[src/rtl/alu_pkg.sv]
// Shared definitions for the pipelined ALU: op-code encoding and
// default widths used by alu_core and alu_pipe.
package alu_pkg;

    localparam int ALU_OP_W  = 3;
    localparam int ALU_WIDTH = 8;

    typedef enum logic [ALU_OP_W-1:0] {
        OP_ADD = 3'b000,
        OP_SUB = 3'b001,
        OP_AND = 3'b010,
        OP_OR  = 3'b011,
        OP_XOR = 3'b100,
        OP_PSB = 3'b101,
        OP_ACC = 3'b110,
        OP_CLR = 3'b111
    } alu_op_e;

endpackage

[src/rtl/alu_core.sv]
// Combinational ALU datapath; computes the result, flags and the
// accumulator value the op would leave behind.
module alu_core
    import alu_pkg::*;
#(
    parameter int WIDTH = ALU_WIDTH
) (
    input  logic [WIDTH-1:0] a,
    input  logic [WIDTH-1:0] b,
    input  alu_op_e          op,
    input  logic [WIDTH-1:0] acc,
    output logic [WIDTH-1:0] result,
    output logic             carry,
    output logic             zero,
    output logic [WIDTH-1:0] acc_next
);

    logic [WIDTH:0] sum_ab;
    logic [WIDTH:0] sum_acc;

    assign sum_ab  = {1'b0, a} + {1'b0, b};
    assign sum_acc = {1'b0, acc} + {1'b0, a};

    always_comb begin
        result   = '0;
        carry    = 1'b0;
        acc_next = acc;
        unique case (op)
            OP_ADD: begin
                result = sum_ab[WIDTH-1:0];
                carry  = sum_ab[WIDTH];
            end
            OP_SUB: begin
                result = a - b;
                carry  = (a < b);
            end
            OP_AND: result = a & b;
            OP_OR:  result = a | b;
            OP_XOR: result = a ^ b;
            OP_PSB: result = b;
            OP_ACC: begin
                result   = sum_acc[WIDTH-1:0];
                carry    = sum_acc[WIDTH];
                acc_next = sum_acc[WIDTH-1:0];
            end
            OP_CLR: begin
                result   = '0;
                acc_next = '0;
            end
        endcase
    end

    assign zero = (result == '0);

endmodule

[src/rtl/alu_pipe.sv]
// Two-stage valid/ready ALU pipeline: S1 holds the operands, S2 the
// registered result; the accumulator commits as an op moves S1 -> S2.
module alu_pipe
    import alu_pkg::*;
#(
    parameter int WIDTH = ALU_WIDTH,
    parameter int OP_W  = ALU_OP_W
) (
    input  logic             clk,
    input  logic             rst,
    input  logic [WIDTH-1:0] ain,
    input  logic [WIDTH-1:0] bin,
    input  logic [OP_W-1:0]  sel,
    input  logic             in_valid,
    output logic             in_ready,
    output logic [WIDTH-1:0] zout,
    output logic             cout,
    output logic             zero,
    output logic             out_valid,
    input  logic             out_ready
);

    logic             s1_valid_q, s1_valid_d;
    logic [WIDTH-1:0] a_q, a_d;
    logic [WIDTH-1:0] b_q, b_d;
    alu_op_e          op_q, op_d;
    logic             out_valid_q, out_valid_d;
    logic [WIDTH-1:0] zout_q, zout_d;
    logic             cout_q, cout_d;
    logic             zero_q, zero_d;
    logic [WIDTH-1:0] acc_q, acc_d;

    logic [WIDTH-1:0] core_result;
    logic             core_carry;
    logic             core_zero;
    logic [WIDTH-1:0] core_acc_next;

    logic s2_free;
    logic s1_adv;
    logic in_fire;

    assign s2_free  = !out_valid_q || out_ready;
    assign s1_adv   = s1_valid_q && s2_free;
    assign in_ready = !s1_valid_q || s1_adv;
    assign in_fire  = in_valid && in_ready;

    alu_core #(.WIDTH(WIDTH)) u_core (
        .a        (a_q),
        .b        (b_q),
        .op       (op_q),
        .acc      (acc_q),
        .result   (core_result),
        .carry    (core_carry),
        .zero     (core_zero),
        .acc_next (core_acc_next)
    );

    always_comb begin
        s1_valid_d  = s1_valid_q;
        a_d         = a_q;
        b_d         = b_q;
        op_d        = op_q;
        out_valid_d = out_valid_q;
        zout_d      = zout_q;
        cout_d      = cout_q;
        zero_d      = zero_q;
        acc_d       = acc_q;

        if (in_fire) begin
            s1_valid_d = 1'b1;
            a_d        = ain;
            b_d        = bin;
            op_d       = alu_op_e'(sel);
        end else if (s1_adv) begin
            s1_valid_d = 1'b0;
        end

        // acc commits only here, so a stalled op cannot update it twice
        if (s1_adv) begin
            out_valid_d = 1'b1;
            zout_d      = core_result;
            cout_d      = core_carry;
            zero_d      = core_zero;
            acc_d       = core_acc_next;
        end else if (out_ready) begin
            out_valid_d = 1'b0;
        end
    end

    always_ff @(posedge clk) begin
        if (rst) begin
            s1_valid_q  <= 1'b0;
            a_q         <= '0;
            b_q         <= '0;
            op_q        <= OP_ADD;
            out_valid_q <= 1'b0;
            zout_q      <= '0;
            cout_q      <= 1'b0;
            zero_q      <= 1'b1;
            acc_q       <= '0;
        end else begin
            s1_valid_q  <= s1_valid_d;
            a_q         <= a_d;
            b_q         <= b_d;
            op_q        <= op_d;
            out_valid_q <= out_valid_d;
            zout_q      <= zout_d;
            cout_q      <= cout_d;
            zero_q      <= zero_d;
            acc_q       <= acc_d;
        end
    end

    assign out_valid = out_valid_q;
    assign zout      = zout_q;
    assign cout      = cout_q;
    assign zero      = zero_q;

endmodule

[config.mk]
export PLATFORM = sky130hd
export DESIGN_NAME = alu_pipe
export DESIGN_NICKNAME = d
export VERILOG_FILES = /design/src/rtl/alu_pkg.sv /design/src/rtl/alu_core.sv /design/src/rtl/alu_pipe.sv
export SDC_FILE = /design/constraint.sdc
export NUM_CORES = 1
export LEC_CHECK = 0
export BUFFER_PORTS_ARGS = -buffer_cell sky130_fd_sc_hd__buf_2
export CORE_MARGIN = 3
export CORE_UTILIZATION = 58
export CTS_CLUSTER_DIAMETER = 120
export CTS_CLUSTER_SIZE = 16
export DETAILED_ROUTE_END_ITERATION = 16
export HOLD_SLACK_MARGIN = 0.1
export PLACE_DENSITY = 0.81
export SLEW_MARGIN = 20
export SYNTH_ARGS = -nofsm -noshare
export SYNTH_HDL_FRONTEND = slang
export SYNTH_SLANG_ARGS = --single-unit
[constraint.sdc]
create_clock -name clk -period 5.12 [get_ports clk]
set_clock_uncertainty 0.2 [all_clocks]
set_input_delay 1.024 -clock clk [delete_from_list [all_inputs] [get_ports clk]]
set_output_delay 1.024 -clock clk [all_outputs]
set_load 0.01 [all_outputs]
==> results by group, run 1 <==
Status
  – Run status: finished clean

Routing
  – Vias per cell: 5.91
  – Final WL: 7790 um
  – DRT antenna net count: 0
  – Drt wl/cell: 16.1 um
  – Drt drc: 0
  – Detailed Route Iter0 Violations: 294
  – Via count: 2867
  – TritonRoute pass-1 iters: 5

Flow run
  – Max-cap viol count: 0

Power and ir drop
  – Leak pwr: 0.00143 uW
  – Worst vdd rail ir drop: 0.146 mV
  – Pwr/cell area: 226 nW/um2
  – Final Total Pwr: 747 uW

Cells and area
  – Area growth syn-to-layout: 7.93%
  – Non-filler cells, final: 485
  – Layout cells sized above 1: 13.2%
  – Antenna Cells: 0
  – Layout net count: 475

Worst setup path
  – CP startpoint kind: flop
  – Worst Setup EP: zero$_SDFFE_PP1P_
  – Crit Path Category: reg2reg
  – Reg2reg end: zero$_SDFFE_PP1P_
  – R2R setup slack: 1.88 ns
  – CP Launch Point: a_q[1]$_SDFFE_PP0P_
  – Critical Path AT: 3.27 ns
  – Peak fanout along the critical path: 7
  – RR Startpoint: a_q[1]$_SDFFE_PP0P_
  – WP data required: 5.15 ns
  – Crit end category: flop
  – Worst R2R Path Depth: 9

Die
  – Die Area: 6190 um2
  – Die Wd: 78.7 um
  – Die height: 78.7 um
  – Core area: 4910 um2
  – Ports: 35
  – Initial core utilization: 62.3%
  – Row count: 25

Yosys
  – YS warnings: 0
  – Synthesized area: 3060 um2
  – Yosys cell types: 60
  – Synth async-reset ratio: 0%
  – Synth area leaders: dfxtp_1, ha_1, a21oi_1, nand2_1, nor2_1
  – Top-count cell post-synth: nand2_1
  – Synth top area share: 25.5%
  – Register area share after synthesis: 25.5%
  – Top cells by count, synth: nand2_1, nor2_1, a21oi_1
  – Largest area contributor in the netlist: dfxtp_1
  – Synth Register Bits: 39
  – Net Count, Synth: 454
  – EDFF count, synth: 0
  – Syn_area_per_cell: 7.73 um2
  – Primary FF master, synth: dfxtp_1
  – Cells after Synth: 396

Clock tree
  – Setup Fix Bufs, Post-CTS: 0
  – Skew-Pair Late Insertion Delay: 0.29 ns
  – Longest Clk Path Bufs: 2
  – Root buffer cell: clkbuf_8
  – Clk sinks: 39
  – Num CTS Buffers: 5
  – CTS Hold Bufs: 0
  – CTS resizes: 0
  – Clk slew on worst S/H paths: 0.09 ns
  – H-tree level count: 2
  – CTS tree: yes

GRT
  – Gr usage total: 26.7%
  – Initial antenna violation count: 0
  – First-pass GRT wire length: 13000 um
  – Largest net degree at the start of global routing: 40
  – Overflow after GRT: 0
  – Vias in the first global route: 2743

Placed design
  – Post-Place Cells: 477
  – Buffers added on ports: 34
  – HPWL Detailed: 5910 um
  – Routability cong.: 0.965

Timing
  – Final min period: 3.24 ns
  – Setup TNS: 0 ns
  – Fin. max-slew vios: 0
  – Setup Viol. Count Final: 0
  – Peak Freq: 0.308 GHz
  – Final Hold Viols: 0
  – Ratio of final minimum period to clock period: 63.3%
  – Worst Tran Pin Value: 0.739 ns
  – Slew margin rel.: 50.7%
  – Hold_ws: 0.263 ns
  – RSZ-0062 raised after global routing: no

Min path
  – Worst Hold Class: reg2reg
layer usage:
| layer | track usage, % | vias up | wire length (um) | share of wire [%] |
|---|---|---|---|---|
| li1 | - | 1416 | - | - |
| met5 | 0 | - | 0 | 0 |
| met2 | 45.0 | 106 | 3670 | 47 |
| met3 | 5.05 | 18 | 486 | 6.2 |
| met4 | 9.09 | 0 | 196 | 2.5 |
| met1 | 34.0 | 1327 | 3440 | 44 |
where the power goes:
| part | switching (uW) | total [uW] | internal [uW] |
|---|---|---|---|
| Clock | 116 | 211 | 95.4 |
| Sequential | 22.0 | 340 | 318 |
| Combinational | 111 | 195 | 83.8 |
| Total | 249 | 747 | 497 |
worst max-delay path, cell delays in order (launching register included):
cell      delay, ns
dfxtp_1        0.50
inv_1          0.13
fa_1           0.48
o21bai_1       0.17
a21oi_1        0.13
o311ai_0       0.49
mux2_2         0.39
o32a_1         0.30
a211o_1        0.24
o31ai_2        0.16
through the flow:
step           util, %  setup slack [ns]  cell area (um2)
5_1_grt           67.3              1.66             3300
4_1_cts           67.3              1.92             3300
2_1_floorplan        -              2.15             3060
3_3_place_gp      65.6              1.99             3220
3_5_place_dp      65.6              1.95             3220
6_report          67.3              1.88             3300
cells in the final DEF (no fill, tap or decap), types with 3 or more instances in the layout:
cell type	count
a211oi_1	5
o211ai_1	3
dfxtp_1	39
xnor2_1	9
buf_2	34
clkbuf_8	5
xor2_1	3
o22ai_1	3
nand2b_1	6
inv_1	23
o21ai_0	10
a21o_1	5
fa_1	3
a221o_1	3
nor2b_1	9
o21a_1	4
nor2_1	47
a21oi_1	43
a22oi_1	7
o32a_1	3
nor3b_1	4
ha_1	32
nand2_1	55
nor3_1	10
mux2i_1	8
state kept, by name, indices dropped and copies added (netlist names):
name	flops
s1_valid_q	1
b_q	8
op_q	3
out_valid	1
acc_q	8
zout	8
a_q	8
cout	1
zero	1
worst min-delay path by stage:
stage,slack [ns],start,cells past startpoint,end
final,0.26,zout[4]$_SDFFE_PP0P_,2,zout[4]$_SDFFE_PP0P_
after global routing,0.30,zout[4]$_SDFFE_PP0P_,2,zout[4]$_SDFFE_PP0P_
after CTS,0.27,zout[4]$_SDFFE_PP0P_,2,zout[4]$_SDFFE_PP0P_
after detailed placement,0.26,zout[4]$_SDFFE_PP0P_,2,zout[4]$_SDFFE_PP0P_
after global placement,0.24,zout[4]$_SDFFE_PP0P_,2,zout[4]$_SDFFE_PP0P_
after floorplan,0.26,acc_q[0]$_SDFFE_PP0P_,2,acc_q[0]$_SDFFE_PP0P_
cells by family after synthesis:
kind of cell / share of synthesized area, %
xor+xnor: 3.43
mux: 3.72
fa+ha+maj: 15.0
simple gates: 22.8
buf+inv: 6.58
compound gates: 22.9
flops: 25.5
final cells by class:
type                    instances  area (um2)
clock buffers                   6        72.6
fillers                       431        1610
multi-input cells             311        2080
repair buffers                 36         185
clock inverters                 2        12.5
well taps                      67        83.8
flip-flops and latches         39         781
inverters                      24        90.1
Note: power is estimated with default switching activity, not from simulation.
==> run 2, diff against run 1 <==
--- a/config.mk
+++ b/config.mk
@@ -7,12 +7,12 @@
 export LEC_CHECK = 0
 export BUFFER_PORTS_ARGS = -buffer_cell sky130_fd_sc_hd__buf_2
 export CORE_MARGIN = 3
-export CORE_UTILIZATION = 58
+export CORE_UTILIZATION = 53
 export CTS_CLUSTER_DIAMETER = 120
 export CTS_CLUSTER_SIZE = 16
 export DETAILED_ROUTE_END_ITERATION = 16
 export HOLD_SLACK_MARGIN = 0.1
-export PLACE_DENSITY = 0.81
+export PLACE_DENSITY = 0.78
 export SLEW_MARGIN = 20
 export SYNTH_ARGS = -nofsm -noshare
 export SYNTH_HDL_FRONTEND = slang
==> constraint.sdc (replaced) <==
create_clock -name clk -period 2.9 [get_ports clk]
set_clock_uncertainty 0.2 [all_clocks]
set_input_delay 0.58 -clock clk [delete_from_list [all_inputs] [get_ports clk]]
set_output_delay 0.58 -clock clk [all_outputs]
set_load 0.01 [all_outputs]
==> run 2 against run 1 <==
Effect of this change: wire length rose by 4.1%; critical path type unchanged; critical endpoint unchanged; sequential share of layout area fell by 1.8 points; die area rose by 8.7%; critical path depth fell by 1; total power rose by 88%.
==> results by group, run 2 (same netlist as run 1, synthesis figures left out) <==
Min path
  – Worst Hold Class: reg2reg
  – Hold depth: 2 (unchanged)
  – Worst min-delay path startpoint: zout[2]$_SDFFE_PP0P_
  – Worst hold endpoint: zout[2]$_SDFFE_PP0P_

Power and ir drop
  – Leak pwr: 0.00158 uW (+11%)
  – Pwr/cell area: 390 nW/um2 (+73%)
  – Worst vdd rail ir drop: 0.374 mV (+160%)

Worst setup path
  – WP data required: 2.93 ns (-2.22 ns)
  – Critical Path AT: 2.92 ns (-0.35 ns)
  – Worst R2R Path Depth: 8 (-1)
  – Peak fanout along the critical path: 3 (-4)
  – R2R setup slack: 0.009 ns (-1.87 ns)
  – CP startpoint kind: flop
  – RR Startpoint: a_q[0]$_SDFFE_PP0P_
  – Reg2reg end: zero$_SDFFE_PP1P_
  – Crit end category: flop
  – Crit Path Category: reg2reg

Timing
  – Final min period: 2.89 ns (-0.351 ns)
  – Worst Tran Pin Value: 1.08 ns (+0.346 ns)
  – RSZ-0062 raised after global routing: yes
  – Final Hold Viols: 0 (unchanged)
  – Slew margin rel.: 27.5% (-23 points)
  – Setup TNS: 0 ns (unchanged)
  – Fin. max-slew vios: 0 (unchanged)
  – Hold_ws: 0.260 ns (-0.00268 ns)
  – Peak Freq: 0.346 GHz (+12%)
  – Setup Viol. Count Final: 0 (unchanged)
  – Ratio of final minimum period to clock period: 99.7% (+36 points)

Placed design
  – Post-DP Area: 3420 um2 (+6.2%)
  – Routability cong.: 0.948 (-1.7%)
  – HPWL Detailed: 6210 um (+5.0%)
  – Post-Place Cells: 506 (+6.1%)
  – Buffers added on ports: 34 (unchanged)

Routing
  – Drt drc: 0 (unchanged)
  – Vias per cell: 5.89 (-0.34%)
  – DRT antenna net count: 0 (unchanged)
  – Final WL: 8110 um (+4.1%)
  – Via count: 3040 (+6.0%)
  – Detailed Route Iter0 Violations: 301 (+2.4%)
  – Drt wl/cell: 15.7 um (-2.2%)
  – TritonRoute pass-1 iters: 5 (unchanged)

GRT
  – Vias in the first global route: 2741 (-0.073%)
  – Initial antenna violation count: 0 (unchanged)
  – First-pass GRT wire length: 13400 um (+2.9%)
  – Overflow after GRT: 0 (unchanged)
  – Gr usage total: 26.2% (-0.48 points)
  – Largest net degree at the start of global routing: 40 (unchanged)

Cells and area
  – Layout cells sized above 1: 21.8% (+8.7 points)
  – Antenna Cells: 0 (unchanged)
  – Most frequent cells in the layout: nand2_1, nor2_1, a21oi_1
  – Commonest non-fill, non-tap cell in the layout: nand2_1
  – Layout net count: 501 (+5.5%)
  – Final instance area: 3610 um2 (+9.2%)
  – Non-filler cells, final: 516 (+6.4%)
  – Area growth syn-to-layout: 17.8%

Flow run
  – Max-cap viol count: 0 (unchanged)

Die
  – Die height: 82.0 um (+4.3%)
  – Row count: 27 (+8.0%)
  – Ports: 35 (unchanged)
  – Die Area: 6720 um2 (+8.7%)
  – Initial core utilization: 55.3% (-7.1 points)
  – Core area: 5540 um2 (+13%)
  – Die Wd: 82.0 um (+4.3%)

Clock tree
  – Longest Clk Path Bufs: 2 (unchanged)
  – Num CTS Buffers: 5 (unchanged)
  – H-tree level count: 2 (unchanged)
  – Clk sinks: 39 (unchanged)
  – CTS tree: yes
  – Clk slew on worst S/H paths: 0.08 ns (about the same)
  – Root buffer cell: clkbuf_8
  – CTS Hold Bufs: 0 (unchanged)
  – Skew-Pair Late Insertion Delay: 0.30 ns (about the same)

Status
  – Run status: finished clean
-- run 2: cell types whose count changed in the layout (fill, tap and decap cells not counted), moves of 2 or more --
cell,change
a211oi_4,+2
buf_4,+25
dfxtp_1,-4
dfxtp_2,+4
fa_1,-3
fa_2,+3
ha_1,-3
ha_2,+2
-- run 2: worst max-delay path by stage --
stage | depth (start not counted) | endpoint | start
6_report | 8 | zero$_SDFFE_PP1P_ | a_q[0]$_SDFFE_PP0P_
5_1_grt | 8 | zero$_SDFFE_PP1P_ | a_q[0]$_SDFFE_PP0P_
4_1_cts | 9 | zero$_SDFFE_PP1P_ | a_q[1]$_SDFFE_PP0P_
3_5_place_dp | 10 | zero$_SDFFE_PP1P_ | a_q[0]$_SDFFE_PP0P_
3_3_place_gp | 10 | zero$_SDFFE_PP1P_ | a_q[0]$_SDFFE_PP0P_
2_1_floorplan | 10 | zero$_SDFFE_PP1P_ | a_q[0]$_SDFFE_PP0P_
-- run 2: cell type report --
type / instances / area, um2
multi-input combinational: 311 / 2150
fill: 499 / 1930
sequential: 39 / 786
timing repair buffer: 62 / 393
inverter: 24 / 90.1
tap: 72 / 90.1
clock buffer: 6 / 82.6
clock inverter: 2 / 16.3
-- run 2: power by group --
part           leakage [uW]  internal (uW)  switching, uW  total (uW)
Combinational       0.00122            188            229         417
Clock             0.0000474            194            208         402
Sequential         0.000321            563           25.7         588
Total               0.00158            945            462        1410
-- run 2: metal layers --
layer	GRT usage [%]	part of all wire, %	routed length (um)
met5	0	0	0
met4	9.47	2.8	231
met3	3.84	8.3	677
met2	42.4	47	3800
met1	35.3	42	3400
-- run 2: repair_timing --
item | in CTS | in global routing
gates resized for setup | 8 | 9
buffers inserted | 1 | 1
setup endpoints to repair | 1 | 1
pin swaps | 1 | 3
hold endpoints to repair | 0 | 0
-- run 2: critical path, cell delays in order, from the launching register on --
cell and delay [ns]:
dfxtp_2 0.33, ha_1 0.23, fa_2 0.39, a21o_1 0.21, a211oi_2 0.23, nor3_1 0.10
o32a_1 0.37, or4_4 0.54, o31ai_2 0.21
-- run 2: stage by stage --
step                power (uW)  setup WS, ns  utilization, %
floorplan                  867        0.0333               -
global placement           979       -0.0504            61.7
detailed placement         989        -0.110            61.7
CTS                       1390       0.00524            64.4
global route              1480       -0.0808            65.1
finish                    1410       0.00886            65.1
==> run 3, diff against run 2 <==
--- a/config.mk
+++ b/config.mk
@@ -5,12 +5,14 @@
 export SDC_FILE = /design/constraint.sdc
 export NUM_CORES = 1
 export LEC_CHECK = 0
+export ABC_AREA = 1
 export BUFFER_PORTS_ARGS = -buffer_cell sky130_fd_sc_hd__buf_2
 export CORE_MARGIN = 3
 export CORE_UTILIZATION = 53
 export CTS_CLUSTER_DIAMETER = 120
 export CTS_CLUSTER_SIZE = 16
 export DETAILED_ROUTE_END_ITERATION = 16
+export GPL_TIMING_DRIVEN = 0
 export HOLD_SLACK_MARGIN = 0.1
 export PLACE_DENSITY = 0.78
 export SLEW_MARGIN = 20
==> run 3 against run 2 <==
Effect of this change: via count increased by 3.0%; setup slack improved by 0.43 ns; total power decreased by 1.5%; critical path type unchanged; critical endpoint unchanged.
==> results by group, run 3 <==
Placed design
  – Routability cong.: 0.896 (-5.5%)
  – Post-DP Area: 3250 um2 (-4.9%)
  – Buffers added on ports: 34 (unchanged)
  – Post-Place Cells: 559 (+10%)
  – HPWL Detailed: 6250 um (+0.73%)

Routing
  – DRT antenna net count: 0 (unchanged)
  – Via count: 3130 (+3.0%)
  – Final WL: 7980 um (-1.6%)
  – Detailed Route Iter0 Violations: 290 (-3.7%)
  – Drt drc: 0 (unchanged)
  – Drt wl/cell: 14.1 um (-10%)
  – TritonRoute pass-1 iters: 5 (unchanged)
  – Vias per cell: 5.52 (-6.3%)

Min path
  – Worst Hold Class: reg2reg
  – Worst min-delay path startpoint: acc_q[4]$_SDFFE_PP0P_
  – Hold depth: 2 (unchanged)
  – Worst hold endpoint: acc_q[4]$_SDFFE_PP0P_

Worst setup path
  – WP data required: 2.95 ns (+0.02 ns)
  – R2R setup slack: 0.44 ns (+0.43 ns)
  – Peak fanout along the critical path: 6 (+3)
  – Reg2reg end: zero$_SDFFE_PP1P_
  – Worst R2R Path Depth: 15 (+7)
  – Critical Path AT: 2.51 ns (-0.41 ns)
  – RR Startpoint: a_q[1]$_SDFFE_PP0P_
  – Crit end category: flop
  – Crit Path Category: reg2reg
  – CP startpoint kind: flop

Clock tree
  – H-tree level count: 2 (unchanged)
  – Num CTS Buffers: 5 (unchanged)
  – Longest Clk Path Bufs: 2 (unchanged)
  – CTS tree: yes
  – Skew-Pair Late Insertion Delay: 0.30 ns (about the same)
  – Setup Fix Bufs, Post-CTS: 0 (-1)
  – CTS Hold Bufs: 0 (unchanged)
  – Clk slew on worst S/H paths: 0.08 ns (about the same)
  – Clk sinks: 39 (unchanged)
  – CTS resizes: 0 (-8)
  – Root buffer cell: clkbuf_8

Timing
  – Hold_ws: 0.271 ns (+0.0104 ns)
  – RSZ-0062 raised after global routing: no
  – Final Hold Viols: 0 (unchanged)
  – Peak Freq: 0.406 GHz (+17%)
  – Setup TNS: 0 ns (unchanged)
  – Fin. max-slew vios: 0 (unchanged)
  – Slew margin rel.: 58.4% (+31 points)
  – Final min period: 2.46 ns (-0.428 ns)
  – Worst Tran Pin Value: 0.624 ns (-0.461 ns)
  – Setup Viol. Count Final: 0 (unchanged)
  – Ratio of final minimum period to clock period: 84.9% (-15 points)

GRT
  – M3 GR Usage: 3.66% (-0.18 points)
  – Initial antenna violation count: 0 (unchanged)
  – Vias in the first global route: 3004 (+9.6%)
  – Largest net degree at the start of global routing: 13 (-68%)
  – First-pass GRT wire length: 13800 um (+3.4%)
  – GR Util met2: 46.4% (+4.0 points)
  – Overflow after GRT: 0 (unchanged)
  – Gr usage total: 26.8% (+0.62 points)
  – Met1 Use GR: 34.7% (-0.65 points)
  – Busiest grt layer: met2

Cells and area
  – Register cell area after layout: 781 um2 (-0.64%)
  – Commonest non-fill, non-tap cell in the layout: nand2_1
  – Antenna Cells: 0 (unchanged)
  – Multi-input gate area: 1880 um2 (-13%)
  – Layout net count: 554 (+11%)
  – Final instance area: 3340 um2 (-7.5%)
  – Non-filler cells, final: 567 (+9.9%)
  – Most frequent cells in the layout: nand2_1, inv_1, a21oi_1
  – Fillcell total: 539 (+8.0%)
  – Area growth syn-to-layout: 11.5%
  – Layout cells sized above 1: 12.1% (-9.8 points)

Power and ir drop
  – Worst vdd rail ir drop: 0.255 mV (-32%)
  – Final Total Pwr: 1390 uW (-1.5%)
  – Leak pwr: 0.00165 uW (+4.2%)
  – Pwr/cell area: 416 nW/um2 (+6.5%)

Die
  – Die Area: 6580 um2 (-2.1%)
  – Die Wd: 81.1 um (-1.0%)
  – Initial core utilization: 56.8% (+1.5 points)
  – Core area: 5270 um2 (-4.9%)
  – Die height: 81.1 um (-1.0%)
  – Ports: 35 (unchanged)
  – Row count: 26 (-3.7%)

Flow run
  – Max-cap viol count: 0 (unchanged)

Yosys
  – Synth async-reset ratio: 0% (unchanged)
  – Cells after Synth: 455 (+15%)
  – Net Count, Synth: 513 (+13%)
  – Synthesized area: 2990 um2 (-2.2%)
  – Synth Register Bits: 39 (unchanged)
  – YS warnings: 0 (unchanged)
  – Top-count cell post-synth: nand2_1
  – Synth top area share: 26.1% (+0.59 points)
  – Largest area contributor in the netlist: dfxtp_1
  – Syn_area_per_cell: 6.58 um2 (-15%)
  – Synth area leaders: dfxtp_1, ha_1, nand2_1, a21oi_1, inv_1
  – Register area share after synthesis: 26.1% (+0.59 points)
  – Primary FF master, synth: dfxtp_1
  – Yosys cell types: 29 (-52%)
  – Top cells by count, synth: nand2_1, inv_1, a21oi_1
  – EDFF count, synth: 0 (unchanged)

Status
  – Run status: finished clean
[run 3: kinds of logic after synthesis]
kind of cell / count (synthesis) / synth area share (%)
buffers and inverters: 80 / 11.1
adder cells (fa/ha/maj): 35 / 15.4
AND/OR/NAND/NOR: 208 / 30.9
flip-flops: 39 / 26.1
AO/OA/AOI/OAI: 92 / 16.2
XOR/XNOR: 1 / 0.293
[run 3: per-stage QoR]
stage / utilization [%] / setup slack, ns
floorplan: - / 0.857
global placement: 61.7 / 0.526
detailed placement: 61.7 / 0.504
CTS: 63.3 / 0.481
global route: 63.3 / 0.249
finish: 63.3 / 0.437
[run 3: cell type report]
cell class | instances | share of cell area (%)
Clock buffer | 6 | 2.18
Tap cell | 70 | 2.63
Multi-Input combinational cell | 336 | 56.3
Sequential cell | 39 | 23.4
Timing Repair Buffer | 34 | 5.10
Clock inverter | 2 | 0.375
Inverter | 60 | 6.75
Buffer | 20 | 3.23
[run 3: metal layers]
layer	vias up	share of wire, %
li1	1587	-
met1	1414	44
met2	108	48
met3	21	5.5
met4	0	2.5
met5	-	0
[run 3: critical path, stage by stage (launching register included)]
cell and delay [ns]:
dfxtp_1 0.52, inv_1 0.16, fa_1 0.48, inv_1 0.07
nand2_1 0.06, nand2_1 0.08, nand2_1 0.09, inv_1 0.09
nand2_1 0.07, nand2_1 0.06, nand2_1 0.05, nand3_1 0.09
nand4_1 0.16, nor2_1 0.14, nand2_1 0.05, nand2_1 0.05
[run 3: report_power, final]
group          switching [uW]  internal (uW)
Sequential               29.1            568
Clock                     206            168
Combinational             268            147
[run 3: how the worst max path moves through the flow]
stage                   startpoint                    to  slack (ns)  cells past startpoint
6_report       a_q[1]$_SDFFE_PP0P_     zero$_SDFFE_PP1P_        0.44                     15
5_1_grt        a_q[1]$_SDFFE_PP0P_  zout[6]$_SDFFE_PP0P_        0.25                     14
4_1_cts        a_q[1]$_SDFFE_PP0P_     zero$_SDFFE_PP1P_        0.48                     15
3_5_place_dp   a_q[1]$_SDFFE_PP0P_     zero$_SDFFE_PP1P_        0.50                     15
3_3_place_gp   a_q[0]$_SDFFE_PP0P_     zero$_SDFFE_PP1P_        0.53                     16
2_1_floorplan  a_q[1]$_SDFFE_PP0P_     zero$_SDFFE_PP1P_        0.86                     15
